<file path="src/rtl/spi_slave_multiword.sv">
// Oversampled SPI slave: any CPOL/CPHA, either bit order, back-to-back words per chip-select.
// Define SPI_SLAVE_UNDERRUN_EN to add value_miso_avail / underrun (all-ones sent when starved).
module spi_slave_multiword #(
    parameter int WIDTH       = 8,
    parameter int CPOL        = 0,
    parameter int CPHA        = 0,
    parameter int MSB_FIRST   = 1,
    parameter int COUNT_WIDTH = 8
) (
    input  logic                   system_clk,
    input  logic                   system_rst_n,
    input  logic                   pin_ncs,
    input  logic                   pin_clk,
    input  logic                   pin_mosi,
    output logic                   pin_miso,
    output logic                   pin_miso_en,
    input  logic [WIDTH-1:0]       value_miso,
    output logic                   value_miso_load,
    output logic [WIDTH-1:0]       value_mosi,
    output logic                   value_valid,
    output logic                   cs_start,
    output logic                   cs_stop,
    output logic [COUNT_WIDTH-1:0] word_count,
`ifdef SPI_SLAVE_UNDERRUN_EN
    input  logic                   value_miso_avail,
    output logic                   underrun,
`endif
    output logic                   dbg_state_o
);

    typedef enum logic {IDLE = 1'b0, ACTIVE = 1'b1} state_t;

    localparam int              BCW      = $clog2(WIDTH);
    localparam logic            CPOL_B   = (CPOL != 0);
    localparam logic            CPHA_B   = (CPHA != 0);
    localparam logic            MSB_B    = (MSB_FIRST != 0);
    localparam logic [BCW-1:0]  LAST_BIT = BCW'(WIDTH - 1);

    // [0],[1] synchronise, [2] holds the previous synced value for edge detection
    logic [2:0] ncs_sync_q, clk_sync_q, mosi_sync_q;
    logic [1:0] vld_q;
    logic       armed_q;

    state_t                 state_q, state_d;
    logic [WIDTH-1:0]       tx_q, tx_d, rx_q, rx_d, value_mosi_q, value_mosi_d;
    logic [BCW-1:0]         bit_cnt_q, bit_cnt_d;
    logic [COUNT_WIDTH-1:0] word_count_q, word_count_d;
    logic                   first_shift_q, first_shift_d;
    logic                   valid_q, valid_d, load_q, load_d;
    logic                   start_q, start_d, stop_q, stop_d;
    logic                   load_word;

    logic             ncs_fall, ncs_rise, clk_rise, clk_fall, lead_edge, trail_edge;
    logic             sample_edge, shift_edge, mosi_s;
    logic [WIDTH-1:0] rx_shift, tx_shift, load_val;

    always_ff @(posedge system_clk or negedge system_rst_n) begin
        if (!system_rst_n) begin
            ncs_sync_q  <= 3'b111;
            clk_sync_q  <= {3{CPOL_B}};
            mosi_sync_q <= 3'b000;
            vld_q       <= 2'b00;
            armed_q     <= 1'b0;
        end else begin
            ncs_sync_q  <= {ncs_sync_q[1:0], pin_ncs};
            clk_sync_q  <= {clk_sync_q[1:0], pin_clk};
            mosi_sync_q <= {mosi_sync_q[1:0], pin_mosi};
            vld_q       <= {vld_q[0], 1'b1};
            // A frame may only start after ncs has genuinely been sampled high since reset
            armed_q     <= armed_q | (vld_q[1] & ncs_sync_q[1]);
        end
    end

    assign ncs_fall    = armed_q & ncs_sync_q[2] & ~ncs_sync_q[1];
    assign ncs_rise    = ~ncs_sync_q[2] & ncs_sync_q[1];
    assign clk_rise    = ~clk_sync_q[2] & clk_sync_q[1];
    assign clk_fall    = clk_sync_q[2] & ~clk_sync_q[1];
    assign lead_edge   = CPOL_B ? clk_fall : clk_rise;
    assign trail_edge  = CPOL_B ? clk_rise : clk_fall;
    assign sample_edge = CPHA_B ? trail_edge : lead_edge;
    assign shift_edge  = CPHA_B ? lead_edge : trail_edge;
    assign mosi_s      = mosi_sync_q[2];

    assign rx_shift = MSB_B ? {rx_q[WIDTH-2:0], mosi_s} : {mosi_s, rx_q[WIDTH-1:1]};
    assign tx_shift = MSB_B ? {tx_q[WIDTH-2:0], 1'b0} : {1'b0, tx_q[WIDTH-1:1]};

`ifdef SPI_SLAVE_UNDERRUN_EN
    assign load_val = value_miso_avail ? value_miso : '1;
`else
    assign load_val = value_miso;
`endif

    always_comb begin
        state_d       = state_q;
        tx_d          = tx_q;
        rx_d          = rx_q;
        bit_cnt_d     = bit_cnt_q;
        word_count_d  = word_count_q;
        value_mosi_d  = value_mosi_q;
        first_shift_d = first_shift_q;
        valid_d       = 1'b0;
        load_d        = 1'b0;
        start_d       = 1'b0;
        stop_d        = 1'b0;
        load_word     = 1'b0;
        unique case (state_q)
            IDLE: begin
                if (ncs_fall) begin
                    state_d       = ACTIVE;
                    start_d       = 1'b1;
                    load_word     = 1'b1;
                    bit_cnt_d     = '0;
                    word_count_d  = '0;
                    rx_d          = '0;
                    first_shift_d = CPHA_B;
                end
            end
            ACTIVE: begin
                if (ncs_rise) begin
                    state_d   = IDLE;
                    stop_d    = 1'b1;
                    bit_cnt_d = '0;
                end else if (sample_edge) begin
                    rx_d = rx_shift;
                    if (bit_cnt_q == LAST_BIT) begin
                        bit_cnt_d    = '0;
                        value_mosi_d = rx_shift;
                        valid_d      = 1'b1;
                        if (word_count_q != '1) word_count_d = word_count_q + 1'b1;
                    end else begin
                        bit_cnt_d = bit_cnt_q + 1'b1;
                    end
                end else if (shift_edge) begin
                    // With CPHA=1 bit 0 is already on the pin, so the first shift edge is a no-op
                    if (first_shift_q) first_shift_d = 1'b0;
                    else if (bit_cnt_q == '0) load_word = 1'b1;
                    else tx_d = tx_shift;
                end
            end
            default: state_d = IDLE;
        endcase
        if (load_word) begin
            load_d = 1'b1;
            tx_d   = load_val;
        end
    end

    always_ff @(posedge system_clk or negedge system_rst_n) begin
        if (!system_rst_n) begin
            state_q       <= IDLE;
            tx_q          <= '0;
            rx_q          <= '0;
            bit_cnt_q     <= '0;
            word_count_q  <= '0;
            value_mosi_q  <= '0;
            first_shift_q <= 1'b0;
            valid_q       <= 1'b0;
            load_q        <= 1'b0;
            start_q       <= 1'b0;
            stop_q        <= 1'b0;
        end else begin
            state_q       <= state_d;
            tx_q          <= tx_d;
            rx_q          <= rx_d;
            bit_cnt_q     <= bit_cnt_d;
            word_count_q  <= word_count_d;
            value_mosi_q  <= value_mosi_d;
            first_shift_q <= first_shift_d;
            valid_q       <= valid_d;
            load_q        <= load_d;
            start_q       <= start_d;
            stop_q        <= stop_d;
        end
    end

`ifdef SPI_SLAVE_UNDERRUN_EN
    logic underrun_q, underrun_d;

    always_comb begin
        underrun_d = underrun_q;
        if (start_d) underrun_d = ~value_miso_avail;
        else if (load_d && !value_miso_avail) underrun_d = 1'b1;
    end

    always_ff @(posedge system_clk or negedge system_rst_n) begin
        if (!system_rst_n) underrun_q <= 1'b0;
        else underrun_q <= underrun_d;
    end

    assign underrun = underrun_q;
`endif

    assign pin_miso        = MSB_B ? tx_q[WIDTH-1] : tx_q[0];
    assign pin_miso_en     = (state_q == ACTIVE);
    assign value_miso_load = load_q;
    assign value_mosi      = value_mosi_q;
    assign value_valid     = valid_q;
    assign cs_start        = start_q;
    assign cs_stop         = stop_q;
    assign word_count      = word_count_q;
    assign dbg_state_o     = state_q;

endmodule

</file>
<file path="config.mk">
export PLATFORM = sky130hd
export DESIGN_NAME = spi_slave_multiword
export DESIGN_NICKNAME = d
export VERILOG_FILES = /design/src/rtl/spi_slave_multiword.sv
export SDC_FILE = /design/constraint.sdc
export NUM_CORES = 1
export LEC_CHECK = 0
export CAP_MARGIN = 20
export CORE_MARGIN = 4
export CORE_UTILIZATION = 54
export CTS_BUF_LIST = sky130_fd_sc_hd__clkbuf_4 sky130_fd_sc_hd__clkbuf_8
export CTS_CLUSTER_DIAMETER = 200
export DETAILED_ROUTE_END_ITERATION = 12
export PLACE_DENSITY = 0.78
export RECOVER_POWER = 25
export SETUP_SLACK_MARGIN = 0.5
export SYNTH_ARGS = -nofsm -noshare
export SYNTH_HDL_FRONTEND = slang
export SYNTH_SLANG_ARGS = --single-unit
</file>
<file path="constraint.sdc">
create_clock -name system_clk -period 2.2 [get_ports system_clk]
set_input_delay 0.33 -clock system_clk [delete_from_list [all_inputs] [get_ports system_clk]]
set_output_delay 0.33 -clock system_clk [all_outputs]
set_load 0.05 [all_outputs]
</file>
; ---- After elaboration in Yosys (flattened, before gate mapping)
; Cells that the tools add are included.
[classes]
n_addsub = 2
n_eq_ne = 14
mux = 43
n_bitwise = 13
reduce_logical = 9
[op_table]
columns = operator, count
row1 = $mux 8, 12
row2 = $mux 1, 19
row3 = $pmux 8 s2, 1
row4 = $mux 7, 2
row5 = $pmux 7 s2, 1
row6 = $mux 3, 4
row7 = $ne 2x2->1 const B, 6
row8 = $ne 2x1->1 const B, 5
row9 = $add 8x1->8 const B, 1
row10 = $ne 8x8->1 const B, 1
row11 = $reduce_and 4->1, 2
row12 = $and 1x1->1, 6
row13 = $not 1->1, 6
row14 = $pmux 1 s2, 3
row15 = $pmux 3 s2, 1
row16 = $reduce_and 6->1, 1
row17 = $reduce_and 5->1, 1
row18 = $reduce_bool 2->1, 2
row19 = $add 3x1->3 const B, 1
row20 = $eq 3x3->1 const B, 1
row21 = $logic_not 3->1, 1
row22 = $ne 3x1->1 const B, 1
row23 = $reduce_and 3->1, 1
row24 = $reduce_and 2->1, 1
row25 = $or 1x1->1, 1
[totals]
register_bits = 52
out_inout_bits = 23

; ---- Logic depth before layout (Yosys ltp)
; Gate-level depths: netlist of the first run.
[depth]
word_depth = 9
mapped_depth = 7
ltp_nobuf = 6

; ---- Worst setup path before layout of the first run
; Ideal clock, no wire load.
[synth_timing]
kind = flip-flop to flip-flop
startpoint = reg state_q, in the netlist dbg_state_o
endpoint = reg word_count_q[5], in the netlist word_count[5]
setup_ns = 0.070
t_arrival_ns = 1.850
required_time_ns = 2.130
path_slack_ns = 0.280
path_stages_with_launch = 6
path_buffers = 0
period_less_slack_ns = 1.920
cell_sequence = dfrtp_1 -> or3_4 -> clkinv_2 -> a31oi_4 -> or4_1 -> nand3_1
[synth_between]
elab_chain_len = 3
[synth_rtl]
columns = element, line_no
row1 = "start, declared", 44  ; state_t state_q, state_d;
row2 = "start signal, assigned", 162  ; state_q <= state_d;
row3 = $not 1->1, -
row4 = $ne 2x2->1 (no source line), -
row5 = $reduce_and 5->1 (no source line), -
row6 = "end signal, assigned", 166  ; word_count_q <= word_count_d;
row7 = "end, declared", 47  ; logic [COUNT_WIDTH-1:0] word_count_q, word_count_d;
; Parallel ways exist; a longest one is shown, timed or not.
; A chain may end at the register's enable or synchronous reset.

; ---- Worst setup path after layout of the first run
[layout_timing]
startpoint = reg ncs_sync_q[2]
endpoint = reg word_count_q[3], in the netlist word_count[3]
[layout_between]
elab_chain_len = 4
[layout_rtl]
columns = element, line_no
row1 = "start, declared", 40  ; logic [2:0] ncs_sync_q, clk_sync_q, mosi_sync_q;
row2 = "start signal, assigned", 65  ; ncs_sync_q <= {ncs_sync_q[1:0], pin_ncs};
row3 = $and 1x1->1 / $not 1->1 (equally long branches), "74, 75"
row4 = $and 1x1->1 (on tied branches), "74, 75"
row5 = $ne 2x2->1 (no source line), -
row6 = $reduce_and 5->1 (no source line) (*), -
; Every way passes the cells marked *; elsewhere a longest branch is shown, timed or not.

==> out/qor.csv, run 1 <==
metric,value,unit
path_max_fanout,8,
cts-buffers-inserted,5,
grt_pass1_vias,1502,
vdd_ir_drop_max,501,µV
placed_area,2500,µm²
setup-tns-final,0,ps
synth_area_leaders,"dfrtp_1 (57%), mux2_1 (4.9%), dfstp_2 (3.8%)",
netlist_instances,165,
worstSkewPairLatency,310,ps
nFillCells,261,
synthesis.area,2090,µm²
ctsHoldBuffers,0,
drc,0,
die_area,4930,µm²
design_area,2740,µm²
globalRouteTotalUtil,0.183,
portBuffers,35,
instances_no_fill,262,
crit_buf_inv,1,
synth_seq_area_share,0.613,
async_reset_ff_frac,1.00,
vias,1531,
arrival,2000,ps
crit_type,flop to flop,
cts_buffer_depth,2,
synth_cell_types,42,
final_hold_viol_count,0,
cpPeakStageDelay,570,ps
cts_tree,done,
die_y,70.2,µm
met2_length,2260,µm
drv_cap,0,
r2r_slack,430,ps
worst_slew_pin_slew,1400,ps
rsz0062_at_grt,yes,
top_layer,met4,
place_ws,252,ps
grt_max_degree,27,
min_period,1770,ps
p_leak,1.35,nW
clock_tree.root_cell,clkbuf_8,
crit_chain,"nand2_2, or3_4, clkinv_4, a31oi_4, or4_1, o21ai_1",
finalCritPeriodShare,0.803,
dp_hpwl,2920,µm
avgSynthCellArea,12.7,µm²
h-tree-depth,2,
grt_antenna_before_repair,0,
die_w,70.2,µm
syn_nets,182,
synth_ff_type,dfrtp_1,
path_clk_slew,100,ps
yosysWarningCount,0,
cts.sinks,51,
critPathLaunchType,flop,
skew,9.31,ps
power.density_cell_area,837,nW/µm²
pin_count,36,
nets,230,
fmax,0.566,GHz
synthTopCellsByCount,"dfrtp_1 (48), a22o_1 (9), mux2_1 (9)",
grt_pass1_wl,7190,µm
yosys.area.top_type,dfrtp_1,
antenna_cells,0,
drv_slew,0,
worst_setup_path_end_kind,flop,
relSlewSlack,0.0647,
synth_top_cell_area_share,0.575,
crit_required,2430,ps
status,completed,
detail-route-antenna-nets,0,
dr.first_iter.drc_count,137,
setup_viol,0,
initial_core_util,0.566,
met3_length,226,µm
wl_met1,1850,µm
place_inst,242,
synthToLayoutAreaGrowth,31.2,%
drive_gt1_frac,0.229,
gp_congestion,0.932,
wl_per_cell,16.8,µm
ys_ff_latch,51,
setup_ws,434,ps
crit_family,simple AND/OR/NAND/NOR gates,
rows,22,
fin_total_pwr,2.29,mW
grt.overflow.total,0,
slowest_stage,dfstp_2,
first_pass_iters,4,
synth_edf_count,0,
drt_wl_total,4400,µm
vias_per_cell,5.84,
yosys.cell_count.top_type,dfrtp_1,
hp-class,input port to async pin,
core_area,3690,µm²
[where the power goes]
| group | internal (mW) | switching (mW) | total [mW] |
|---|---|---|---|
| Clock | 0.374 | 0.314 | 0.688 |
| Combinational | 0.193 | 0.292 | 0.485 |
| Sequential | 1.04 | 0.0761 | 1.12 |
| Total | 1.61 | 0.682 | 2.29 |
[flip-flops by register name, indices dropped and copies added, names as in the netlist]
| signal | flops |
|---|---|
| vld_q | 2 |
| cs_stop | 1 |
| armed_q | 1 |
| clk_sync_q | 3 |
| tx_q | 8 |
| value_miso_load | 1 |
| ncs_sync_q | 3 |
| word_count | 8 |
| value_mosi | 8 |
| bit_cnt_q | 3 |
| dbg_state_o | 1 |
| cs_start | 1 |
| value_valid | 1 |
| mosi_sync_q | 3 |
| rx_q | 7 |
[logic make-up (layout without fill, tap and decap cells)]
family                     Yosys count  count (layout)  share of synthesized area
DFF                                 51              51                      0.613
and+or+nand+nor                     42              42                      0.113
AOI/OAI and AO/OA                   41              41                      0.160
buffers and inverters               15              64                     0.0305
muxes                               11              11                     0.0581
adders and majority gates            4               4                     0.0240
other                                1               1                    0.00179
[cell usage in the layout (no fill, tap or decap), drive strengths merged, types with 3 or more instances in the layout]
cell type	count
ha	4
nand3	4
clkdlybuf4s50	8
nand2	9
o22ai	8
dlygate4sd3	3
inv	7
clkbuf	8
and3	4
dfstp	3
o211ai	3
a22o	9
a21o	4
buf	14
nor2	5
nor2b	3
a2bb2oi	7
dfrtp	48
mux2	9
nand4	3
o21ai	3
nor3	3
dlygate4sd2	20
[final timing paths]
| path | to | start | depth (start not counted) |
|---|---|---|---|
| worst max register to register | word_count[3] | ncs_sync_q[2] | 6 |
| worst min register to register | clk_sync_q[1] | clk_sync_q[0] | 0 |
| worst min-delay path | cs_stop | system_rst_n | 1 |
| worst max-delay path | word_count[3] | ncs_sync_q[2] | 6 |
| max in group asynchronous | word_count[6] | system_rst_n | 1 |
| min in group system_clk | clk_sync_q[1] | clk_sync_q[0] | 0 |
[worst register-to-register path: stages, from the launching register on]
cell,delay [ps]
dfstp_2,570
nand2_2,60
or3_4,380
clkinv_4,60
a31oi_4,50
or4_1,490
o21ai_1,80
[final cells by class]
type	instances	area [µm²]	area share
clock buffer	6	82.6	0.0301
clock inverter	2	38.8	0.0141
inverter	7	31.3	0.0114
multi-input combinational	99	805	0.293
sequential	51	1290	0.470
tap	48	60.1	0.0219
timing repair buffer	49	435	0.159
[per-stage QoR]
stage | util | hold slack, ps
finish | 0.743 | 327
CTS | 0.723 | 27.2
floorplan | - | 34.4
global placement | 0.677 | 333
detailed placement | 0.677 | 337
global route | 0.743 | 360
[layer usage]
metal | global-route usage | vias to the layer above
met5 | 0 | -
met4 | 0.0553 | 0
li1 | - | 700
met3 | 0.0504 | 8
met1 | 0.236 | 772
met2 | 0.302 | 51
[timing repair]
action | in CTS | in global routing
pin swaps | 3 | 4
gates cloned | 0 | 0
setup endpoints to repair | 37 | 28
gates resized for setup | 30 | 10
buffers inserted | 5 | 7
No activity file was read; power rests on OpenSTA's default activity.
==> run 2, diff against run 1 <==
- CORE_UTILIZATION: 54 -> 49
- PLACE_DENSITY: 0.78 -> 0.75
- clock period: 2.2 -> 1.5 ns (I/O delays scaled with it)
==> run 2 against run 1 <==
  * The run now ends with setup timing left
  * Non-clock buffer count up 39
  * Sequential cell count did not move
  * Routed wire length increased by 38%
  * Final area increased by 24%
  * Sequential share of layout area decreased by 9.1 points
  * Fmax up 0.25%
  * Die area rose by 9.0%
  * Via count rose by 14%
  * Sequential power rose by 51%
  * Count of clock-buffer cells in the layout unchanged
  * Critical path depth grew 2
  * Combinational power grew 130%
==> out/qor.csv, run 2 (synthesized netlist as in run 1, its figures left out) <==
metric,value,unit,change
status,"finished, violations left",,was completed
violations,setup timing,,
reg2reg_depth,8,,was 6
vias_per_cell,5.73,,was 5.84
crit_family,simple AND/OR/NAND/NOR gates,,unchanged
final_hold_viol_count,0,,unchanged
die_area,5370,µm²,was 4930 µm²
cpPeakStageDelay,550,ps,was 570 ps
drive_gt1_frac,0.539,,was 0.229
drt_wl_total,6060,µm,was 4400 µm
mostFrequentLayoutCells,"dfrtp_1 (39), buf_4 (34), buf_6 (27)",,"was dfrtp_1 (41), dlygate4sd2_1 (20), buf_4 (12)"
setup_ws,-262,ps,was 434 ps
arrival,1990,ps,was 2000 ps
antenna_cells,0,,unchanged
grt_antenna_before_repair,0,,unchanged
vdd_ir_drop_max,969,µV,was 501 µV
grt_pass1_vias,1841,,was 1502
cts.sinks,51,,unchanged
relSlewSlack,0.632,,was 0.0647
dr.first_iter.drc_count,101,,was 137
final_common_cell,dfrtp_1,,unchanged
rsz0062_at_grt,yes,,unchanged
path_max_fanout,8,,unchanged
globalRouteTotalUtil,0.217,,was 0.183
drv_slew,0,,unchanged
pin_count,36,,unchanged
vias,1743,,was 1531
startpoint,ncs_sync_q[2],,unchanged
h-tree-depth,2,,unchanged
worst_setup_path_end_kind,flop,,unchanged
grt_max_degree,23,,was 27
cp.depth,8,,was 6
skew,9.09,ps,was 9.31 ps
wl_per_cell,19.9,µm,was 16.8 µm
drc,0,,unchanged
worstSkewPairLatency,300,ps,was 310 ps
p_leak,1.61,nW,was 1.35 nW
fmax,0.568,GHz,was 0.566 GHz
die_y,73.3,µm,was 70.2 µm
min_period,1760,ps,was 1770 ps
cts-buffers-inserted,5,,unchanged
place_ws,-254,ps,was 252 ps
die_w,73.3,µm,was 70.2 µm
core_area,4060,µm²,was 3690 µm²
path_clk_slew,90,ps,was 100 ps
crit_buf_inv,3,,was 1
cts_buffer_depth,2,,unchanged
initial_core_util,0.515,,was 0.566
detail-route-antenna-nets,0,,unchanged
first_pass_iters,5,,was 4
worst_slew_pin_slew,553,ps,was 1400 ps
critPathLaunchType,flop,,unchanged
r2r_start,ncs_sync_q[2],,unchanged
dp_hpwl,3510,µm,was 2920 µm
grt.overflow.total,0,,unchanged
cts_tree,done,,unchanged
crit_chain,"nand2_2, or3_4, clkinv_4, a31oi_4, buf_4, buf_6, nor3_2, o22a_1",,"was nand2_2, or3_4, clkinv_4, a31oi_4, or4_1, o21ai_1"
rows,23,,was 22
slowest_stage,dfstp_2,,unchanged
hp-class,flop to flop,,was input port to async pin
setup-tns-final,-5390,ps,was 0 ps
finalCritPeriodShare,1.17,,was 0.803
power.density_cell_area,1070,nW/µm²,was 837 nW/µm²
holdCritStartpoint,ncs_sync_q[0],,
portBuffers,35,,unchanged
crit_required,1730,ps,was 2430 ps
grt_pass1_wl,8850,µm,was 7190 µm
drv_cap,0,,unchanged
setup_viol,36,,was 0
gp_congestion,0.855,,was 0.932
synthToLayoutAreaGrowth,62.9,%,was 31.2%
holdPathStages,0,,
crit_type,flop to flop,,unchanged
nets,270,,was 230
clock_tree.root_cell,clkbuf_8,,unchanged
==> run 2: cell types whose count changed in the layout (fill, tap and decap cells not counted), moves of 5 or more <==
cell,previous run,this run
buf_12,1,13
buf_4,12,34
buf_6,1,27
dlygate4sd2_1,20,0
mux2_1,9,1
mux2_4,0,8
o22ai_1,8,3
o22ai_2,0,5
==> run 2: layout make-up <==
| type | instances | area (µm²) |
|---|---|---|
| clock buffers | 6 | 82.6 |
| clock inverters | 2 | 13.8 |
| fillers | 171 | 654 |
| inverters | 7 | 31.3 |
| multi-input cells | 100 | 962 |
| flip-flops and latches | 51 | 1290 |
| well taps | 50 | 62.6 |
| repair buffers | 88 | 960 |
==> run 2: timing repair <==
action | CTS | global route
gates resized for setup | 51 | 13
gates cloned | 1 | 0
hold buffers | 1 | 0
pin swaps | 6 | 3
setup buffers | 13 | 8
endpoints found under the setup margin | 62 | 94
hold endpoints to repair | 16 | 0
==> run 2: path summary, 6_finish.rpt <==
path / endpoint / slack [ps]
setup / recovery: word_count[6] / -260
hold / removal: ncs_sync_q[1] / 360
min in group asynchronous: tx_q[0] / 440
setup reg to reg: word_count[6] / -260
hold reg to reg: ncs_sync_q[1] / 360
max in group asynchronous: word_count[1] / 490
==> run 2: routing by layer <==
layer / up-vias / GRT usage / wire length, µm
met1: 877 / 0.267 / 2410
li1: 783 / - / -
met3: 20 / 0.0438 / 244
met4: 0 / 0.0724 / 172
met5: - / 0 / 0
met2: 63 / 0.379 / 3230
==> run 2: through the flow <==
| stage | hold WS (ps) | utilization | power (mW) | std cells | instance area, µm² |
|---|---|---|---|---|---|
| after floorplan | -70.6 | - | 2.15 | 165 | 2180 |
| after global placement | 203 | 0.700 | 2.55 | 273 | 2840 |
| after detailed placement | 212 | 0.700 | 2.61 | 273 | 2840 |
| after CTS | 321 | 0.809 | 3.54 | 296 | 3280 |
| after global routing | 371 | 0.839 | 3.77 | 304 | 3400 |
| final | 362 | 0.839 | 3.63 | 304 | 3400 |
==> run 2: power breakdown <==
| part | leakage, nW | switching [mW] | internal [mW] | total [mW] |
|---|---|---|---|---|
| Clock | 0.0516 | 0.445 | 0.378 | 0.823 |
| Combinational | 0.922 | 0.535 | 0.578 | 1.11 |
| Sequential | 0.632 | 0.161 | 1.53 | 1.69 |
==> run 3, diff against run 2 <==
- SLEW_MARGIN: default -> 10
==> results of run 3 <==
The final DEF is identical to that of run 2; final timing and power are the same.
